`src/rtl/red_pkg.sv`:
```
// Shared types for the Red decode/execute stage.
// Opcode/state enums and instruction field positions.
package red_pkg;

  localparam int NUM_REGS = 16;

  localparam int OP_HI  = 15;
  localparam int OP_LO  = 12;
  localparam int RD_HI  = 11;
  localparam int RD_LO  = 8;
  localparam int RS_HI  = 7;
  localparam int RS_LO  = 4;
  localparam int IMM_HI = 7;
  localparam int IMM_LO = 0;

  typedef enum logic [3:0] {
    OP_NOP  = 4'h0,
    OP_LDI  = 4'h1,
    OP_ADD  = 4'h2,
    OP_SUB  = 4'h3,
    OP_BR   = 4'h4,
    OP_BZ   = 4'h5,
    OP_AND  = 4'h6,
    OP_OR   = 4'h7,
    OP_XOR  = 4'h8,
    OP_MUL  = 4'h9,
    OP_HALT = 4'hF
  } op_e;

  typedef enum logic [2:0] {
    S_EXEC,
    S_BR_TGT,
    S_SKIP,
    S_FLUSH,
    S_MUL,
    S_HALT
  } state_e;

endpackage

```
`src/rtl/red_decode_if.sv`:
```
// Fetch <-> decode link: enable, opcode word, branch request, fetch enable.
// master = fetch side, slave = decode side.
interface red_decode_if;
  logic        en;
  logic [15:0] opcode;
  logic        br;
  logic        fetch_en;

  modport master (
    output en, opcode,
    input  br, fetch_en
  );

  modport slave (
    input  en, opcode,
    output br, fetch_en
  );
endinterface

```
`src/rtl/red_mul.sv`:
```
// Iterative shift-add multiplier, one partial product per enabled cycle.
// done is high on the last iteration; p_o then holds the final low product.
module red_mul #(
  parameter int DATA_W = 16
) (
  input  logic              clk,
  input  logic              rst,
  input  logic              en_i,
  input  logic              start_i,
  input  logic [DATA_W-1:0] a_i,
  input  logic [DATA_W-1:0] b_i,
  output logic              busy_o,
  output logic              done_o,
  output logic [DATA_W-1:0] p_o
);
  localparam int CW = $clog2(DATA_W);

  logic [DATA_W-1:0] acc_q, mcand_q, mplier_q;
  logic [DATA_W-1:0] acc_d;
  logic [CW-1:0]     cnt_q;
  logic              busy_q;

  assign acc_d  = acc_q + (mplier_q[0] ? mcand_q : '0);
  assign done_o = busy_q & (cnt_q == CW'(DATA_W - 1));
  assign busy_o = busy_q;
  assign p_o    = acc_d;

  always_ff @(posedge clk) begin
    if (rst) begin
      acc_q    <= '0;
      mcand_q  <= '0;
      mplier_q <= '0;
      cnt_q    <= '0;
      busy_q   <= 1'b0;
    end else if (en_i) begin
      if (start_i) begin
        acc_q    <= '0;
        mcand_q  <= a_i;
        mplier_q <= b_i;
        cnt_q    <= '0;
        busy_q   <= 1'b1;
      end else if (busy_q) begin
        acc_q    <= acc_d;
        mcand_q  <= mcand_q << 1;
        mplier_q <= mplier_q >> 1;
        cnt_q    <= cnt_q + 1'b1;
        if (done_o) busy_q <= 1'b0;
      end
    end
  end
endmodule

```
`src/rtl/red_decode.sv`:
```
// Red decode/execute stage: 16x16 register file, ALU, branch/flush control.
// Define RED_DECODE_MUL_EN to add the iterative MUL instruction (op 9).
module red_decode
  import red_pkg::*;
#(
  parameter int DATA_W      = 16,
  parameter int FLUSH_SLOTS = 1
) (
  input  logic              clk,
  input  logic              rst,
  red_decode_if.slave       fif,
  output logic              halted,
  output logic              flag_z,
  input  logic [3:0]        dbg_rsel,
  output logic [DATA_W-1:0] dbg_rdata
);

  state_e            state_q, state_d;
  logic [DATA_W-1:0] rf_q [NUM_REGS];
  logic              flag_q, flag_d;
  logic [1:0]        fcnt_q, fcnt_d;

  logic [3:0]        op, rd, rs;
  logic [7:0]        imm;
  logic [DATA_W-1:0] a, b;
  logic              wr_en;
  logic [3:0]        wr_addr;
  logic [DATA_W-1:0] wr_data;

  assign op  = fif.opcode[OP_HI:OP_LO];
  assign rd  = fif.opcode[RD_HI:RD_LO];
  assign rs  = fif.opcode[RS_HI:RS_LO];
  assign imm = fif.opcode[IMM_HI:IMM_LO];
  assign a   = rf_q[rd];
  assign b   = rf_q[rs];

`ifdef RED_DECODE_MUL_EN
  logic              mul_start, mul_busy, mul_done;
  logic [DATA_W-1:0] mul_p;
  logic [3:0]        mrd_q;

  red_mul #(.DATA_W(DATA_W)) u_mul (
    .clk     (clk),
    .rst     (rst),
    .en_i    (fif.en),
    .start_i (mul_start),
    .a_i     (a),
    .b_i     (b),
    .busy_o  (mul_busy),
    .done_o  (mul_done),
    .p_o     (mul_p)
  );

  // Destination is latched because the opcode bus already shows the next word.
  always_ff @(posedge clk) begin
    if (rst)            mrd_q <= '0;
    else if (mul_start) mrd_q <= rd;
  end
`endif

  always_comb begin
    state_d = state_q;
    flag_d  = flag_q;
    fcnt_d  = fcnt_q;
    wr_en   = 1'b0;
    wr_addr = rd;
    wr_data = '0;
`ifdef RED_DECODE_MUL_EN
    mul_start = 1'b0;
`endif
    if (fif.en) begin
      unique case (state_q)
        S_EXEC: begin
          case (op)
            OP_LDI: begin
              wr_en   = 1'b1;
              wr_data = {{(DATA_W-8){1'b0}}, imm};
            end
            OP_ADD: begin wr_en = 1'b1; wr_data = a + b; end
            OP_SUB: begin wr_en = 1'b1; wr_data = a - b; end
            OP_AND: begin wr_en = 1'b1; wr_data = a & b; end
            OP_OR:  begin wr_en = 1'b1; wr_data = a | b; end
            OP_XOR: begin wr_en = 1'b1; wr_data = a ^ b; end
            OP_BR:  state_d = S_BR_TGT;
            OP_BZ:  state_d = flag_q ? S_BR_TGT : S_SKIP;
`ifdef RED_DECODE_MUL_EN
            OP_MUL: begin
              state_d   = S_MUL;
              mul_start = 1'b1;
            end
`endif
            OP_HALT: state_d = S_HALT;
            default: ;
          endcase
        end
        S_BR_TGT: begin
          if (FLUSH_SLOTS == 0) begin
            state_d = S_EXEC;
          end else begin
            state_d = S_FLUSH;
            fcnt_d  = 2'(FLUSH_SLOTS);
          end
        end
        S_SKIP: state_d = S_EXEC;
        S_FLUSH: begin
          if (fcnt_q <= 2'd1) begin
            state_d = S_EXEC;
            fcnt_d  = '0;
          end else begin
            fcnt_d = fcnt_q - 2'd1;
          end
        end
        S_MUL: begin
`ifdef RED_DECODE_MUL_EN
          if (mul_done) begin
            wr_en   = 1'b1;
            wr_addr = mrd_q;
            wr_data = mul_p;
          end
          if (mul_done || !mul_busy) state_d = S_EXEC;
`else
          state_d = S_EXEC;
`endif
        end
        S_HALT: state_d = S_HALT;
        default: state_d = S_EXEC;
      endcase
    end
    if (wr_en) flag_d = (wr_data == '0);
  end

  always_ff @(posedge clk) begin
    if (rst) begin
      state_q <= S_EXEC;
      flag_q  <= 1'b0;
      fcnt_q  <= '0;
      for (int i = 0; i < NUM_REGS; i++) rf_q[i] <= '0;
    end else begin
      state_q <= state_d;
      flag_q  <= flag_d;
      fcnt_q  <= fcnt_d;
      if (wr_en) rf_q[wr_addr] <= wr_data;
    end
  end

  assign fif.br       = fif.en & (state_q == S_BR_TGT);
  assign fif.fetch_en = !((state_q == S_MUL) || (state_q == S_HALT));
  assign halted       = (state_q == S_HALT);
  assign flag_z       = flag_q;
  assign dbg_rdata    = rf_q[dbg_rsel];

endmodule

```
`src/flat_wrapper.sv`:
```
// flat-port wrapper written by rule: the top's interface ports become plain ports
module red_decode_flat import red_pkg::*;
#(
  parameter int DATA_W      = 16,
  parameter int FLUSH_SLOTS = 1
)
  (clk, rst, halted, flag_z, dbg_rsel, dbg_rdata, fif_en, fif_opcode, fif_br, fif_fetch_en);
  red_decode_if fif_i ();
  input  logic clk;
  input  logic rst;
  output logic halted;
  output logic flag_z;
  input  logic [3:0] dbg_rsel;
  output logic [DATA_W-1:0] dbg_rdata;
  input wire logic [$bits(fif_i.en)-1:0] fif_en;
  input wire logic [$bits(fif_i.opcode)-1:0] fif_opcode;
  output wire logic [$bits(fif_i.br)-1:0] fif_br;
  output wire logic [$bits(fif_i.fetch_en)-1:0] fif_fetch_en;
  assign fif_i.en = fif_en;
  assign fif_i.opcode = fif_opcode;
  assign fif_br = fif_i.br;
  assign fif_fetch_en = fif_i.fetch_en;
  red_decode #(.DATA_W(DATA_W), .FLUSH_SLOTS(FLUSH_SLOTS)) u_core (.clk(clk), .rst(rst), .fif(fif_i), .halted(halted), .flag_z(flag_z), .dbg_rsel(dbg_rsel), .dbg_rdata(dbg_rdata));
endmodule
```
`config.mk`:
```
export PLATFORM = sky130hd
export DESIGN_NAME = red_decode_flat
export DESIGN_NICKNAME = d
export VERILOG_FILES = /design/src/rtl/red_pkg.sv /design/src/rtl/red_decode_if.sv /design/src/rtl/red_mul.sv /design/src/rtl/red_decode.sv /design/src/flat_wrapper.sv
export SDC_FILE = /design/constraint.sdc
export NUM_CORES = 1
export LEC_CHECK = 0
export BUFFER_PORTS_ARGS = -buffer_cell sky130_fd_sc_hd__buf_2
export CORE_MARGIN = 8
export CORE_UTILIZATION = 40
export CTS_CLUSTER_SIZE = 24
export DETAILED_ROUTE_END_ITERATION = 8
export MAX_ROUTING_LAYER = met4
export PLACE_DENSITY = 0.64
export SYNTH_ARGS = -nofsm -noshare
export SYNTH_HDL_FRONTEND = slang
export SYNTH_SLANG_ARGS = --single-unit
```
`constraint.sdc`:
```
create_clock -name clk -period 5.69 [get_ports clk]
set_input_delay 0.8535 -clock clk [delete_from_list [all_inputs] [get_ports clk]]
set_output_delay 0.8535 -clock clk [all_outputs]
set_load 0.01 [all_outputs]
```
==> summary.txt <==
Run status -> finished, final reports clean
CP max stage delay -> 0.50 ns
Nets -> 1403
Hold path depth -> 1
Area Overhead vs Synth -> 12.9%
Worst Max-Slew Pin Slew -> 1.01 ns
I/O pins -> 43
Drt pass-1 iters -> 5
Final clock skew -> 0.0199 ns
Post-synth EDFFs -> 256
LEAKAGE -> 6.60 nW
Crit-path cells -> buf_4, buf_4, mux4_2, a22oi_1, nand2_1, nor4_4, nand3_2, nor2_1, nor2_1, xnor2_1, ha_1, or3_1, nor3_1, nor4_1, o31ai_1, mux2i_1, nor4_4, buf_12, nor2_1
Min-delay worst type -> flop to flop
Crit end category -> flop
Placement Rows -> 76
Skew-Pair Late Insertion Delay -> 0.57 ns
Number of post-CTS setup repair buffers -> 0
Initial DRC count -> 1768
# placed instances -> 1847
DRC violations left -> 0
Most frequent cell after synthesis -> nor2_1
GR Util All Layers -> 22.8%
DIE AREA -> 49800 um^2
Largest delay share family, worst path -> simple AND/OR/NAND/NOR gates
Slew Limit Headroom -> 32.6%
Vias in the first global route -> 12.1k
TritonCTS clock tree -> yes
WL/cell -> 29.5 um
Core area -> 42700 um^2
Post_cts resized -> 0
CP arrival -> 5.49 ns
RSZ-0062 raised after global routing -> false
Drt via density -> 6.56
Worst ir drop on vdd -> 0.000198 V
RePlAce Congestion -> 0.925
Max clock buf depth -> 3
Startpoint Class -> primary input
Largest net degree at the start of global routing -> 39
Syn_nets -> 1350
Final Hold Fails -> 0
Grt ovf -> 0
CP max stage cell -> mux4_2
Final setup violating endpoints -> 0
Fin crit period -> 5.19 ns
Max Fanout on Critical Path -> 22
Crit. path cell count -> 19
Yosys cell types -> 66
Die Width -> 223 um
Initial Util -> 40.2%
PortBufs -> 42
DRT antenna net count -> 0
#FFs+latches synth -> 262
Initial antenna violation count -> 1
Hold Buf Count CTS -> 0
Post-synthesis sequential area ratio -> 45.5%
Tcrit/Tclk final -> 91.3%
Finished Layout Cells -> 1900
First-pass GRT wire length -> 81900 um
Max_cap viols -> 0
Top cells by count, synth -> nor2_1 (293), edfxtp_1 (256), mux4_2 (226), clkbuf_1 (83), nand2_1 (52)
Synth area leader -> edfxtp_1
Synth Area per Inst -> 13.4 um^2
Post-route cell area -> 19400 um^2
Asr flop ratio synth -> 0%
F_max -> 193 MHz
Die span in y -> 223 um
Bufs and invs on worst path -> 3
Fin Hold WS -> 0.514 ns
DPL Wire Length -> 37800 um
Clock root cell -> clkbuf_16
Cts bufs inserted -> 28
Setup CP Type -> primary input to flop
R2r worst-path depth -> 16
Worst path most repeated cell -> nor2_1
Most used DFF post-synth -> edfxtp_1
Max-slew violation count -> 0
Final WL -> 56100 um
Top-area cell type share of the netlist area -> 44.8%
Largest cells by area after synthesis -> edfxtp_1 (45%), mux4_2 (30%), nor2_1 (6.4%), ha_1 (3.5%), clkbuf_1 (1.8%)
Critical Path RT -> 5.99 ns
CTS clk-pin slew, worst paths -> 0.06 ns
Post-synthesis cell area -> 17200 um^2
Area after DPL -> 18400 um^2
PD cells -> 269 nW/um^2
Vias -> 12.5k
Clock sink count -> 262
Final TNS setup -> 0 ns
Synth warn -> 0
Syn Inst Count -> 1278
H-Tree Depth -> 1
Share of cells above drive strength 1 -> 30.2%
## path summary, 6_finish.rpt
kind	slack (ns)	from	endpoint
min	0.51	u_core.fcnt_q[1]	u_core.fcnt_q[1]
min reg2reg	0.51	u_core.fcnt_q[1]	u_core.fcnt_q[1]
max reg2reg	0.94	u_core.rf_q[11][1]	u_core.flag_z
max	0.50	fif_opcode[4]	u_core.rf_q[1][15]
## placed cells by master (no fill, tap or decap), drive strengths merged, types with 9 or more instances in the layout
master and instances:
a21oi 19, a22oi 35, buf 132, clkbuf 33, clkinv 11, edfxtp 256, ha 48, inv 40
mux4 226, nand2 52, nand2b 18, nand3 9, nor2 293, nor2b 9, nor3 17, o21ai 24
xnor2 17
## flip-flops by register name, indices dropped and copies added (netlist names)
signal          cells
u_core.rf_q       256
u_core.fcnt_q       2
u_core.state_q      3
u_core.flag_z       1
## where the power goes
part	switching [mW]	internal [mW]	total, mW
combinational	0.584	0.455	1.04
sequential	0.0514	2.18	2.23
clock	0.782	1.15	1.93
total	1.42	3.79	5.20
## layer usage
metal	vias up	global-route usage (%)	wire, um
li1	5115	-	-
met1	6339	29.8	20900
met2	883	35.1	26300
met3	134	3.98	6340
met4	0	9.01	2530
met5	-	-	0
## metrics by stage
stage | worst slack, ns | utilization [%] | power [mW]
floorplan | 0.0964 | - | 2.96
global placement | 0.0583 | 43.1 | 3.27
detailed placement | -0.0244 | 43.1 | 3.29
CTS | 0.540 | 45.4 | 5.20
global route | 0.216 | 45.4 | 5.36
finish | 0.496 | 45.4 | 5.20
## area by class of cell
class / count / area (um^2)
Antenna cell: 1 / 2.50
Clock inverter: 19 / 216
Fill cell: 3695 / 23300
Inverter: 40 / 150
Tap cell: 546 / 683
Clock buffer: 33 / 741
Timing Repair Buffer: 132 / 1020
Multi-Input combinational cell: 867 / 8760
Sequential cell: 262 / 7810
## cells by family after synthesis
group,share of synthesized area [%]
AOI/OAI and AO/OA,5.64
xor gates and xnor gates,0.868
adders and majority gates,3.62
buffers and inverters,3.50
DFF,45.5
muxes,29.7
and+or+nand+nor,11.2
## worst reg2reg max path, stage by stage (launching register included)
cell,delay [ns]
edfxtp_1,0.40
mux4_2,0.49
a22oi_1,0.21
nand2_1,0.16
inv_1,0.15
ha_1,0.25
a21o_1,0.19
fa_1,0.41
nor2b_1,0.25
o31a_1,0.19
a211oi_1,0.06
a211o_1,0.25
or4_1,0.39
or4b_2,0.66
nor4b_1,0.29
and4_1,0.23
o211a_1,0.13
Note: power is estimated with default switching activity, not from simulation.
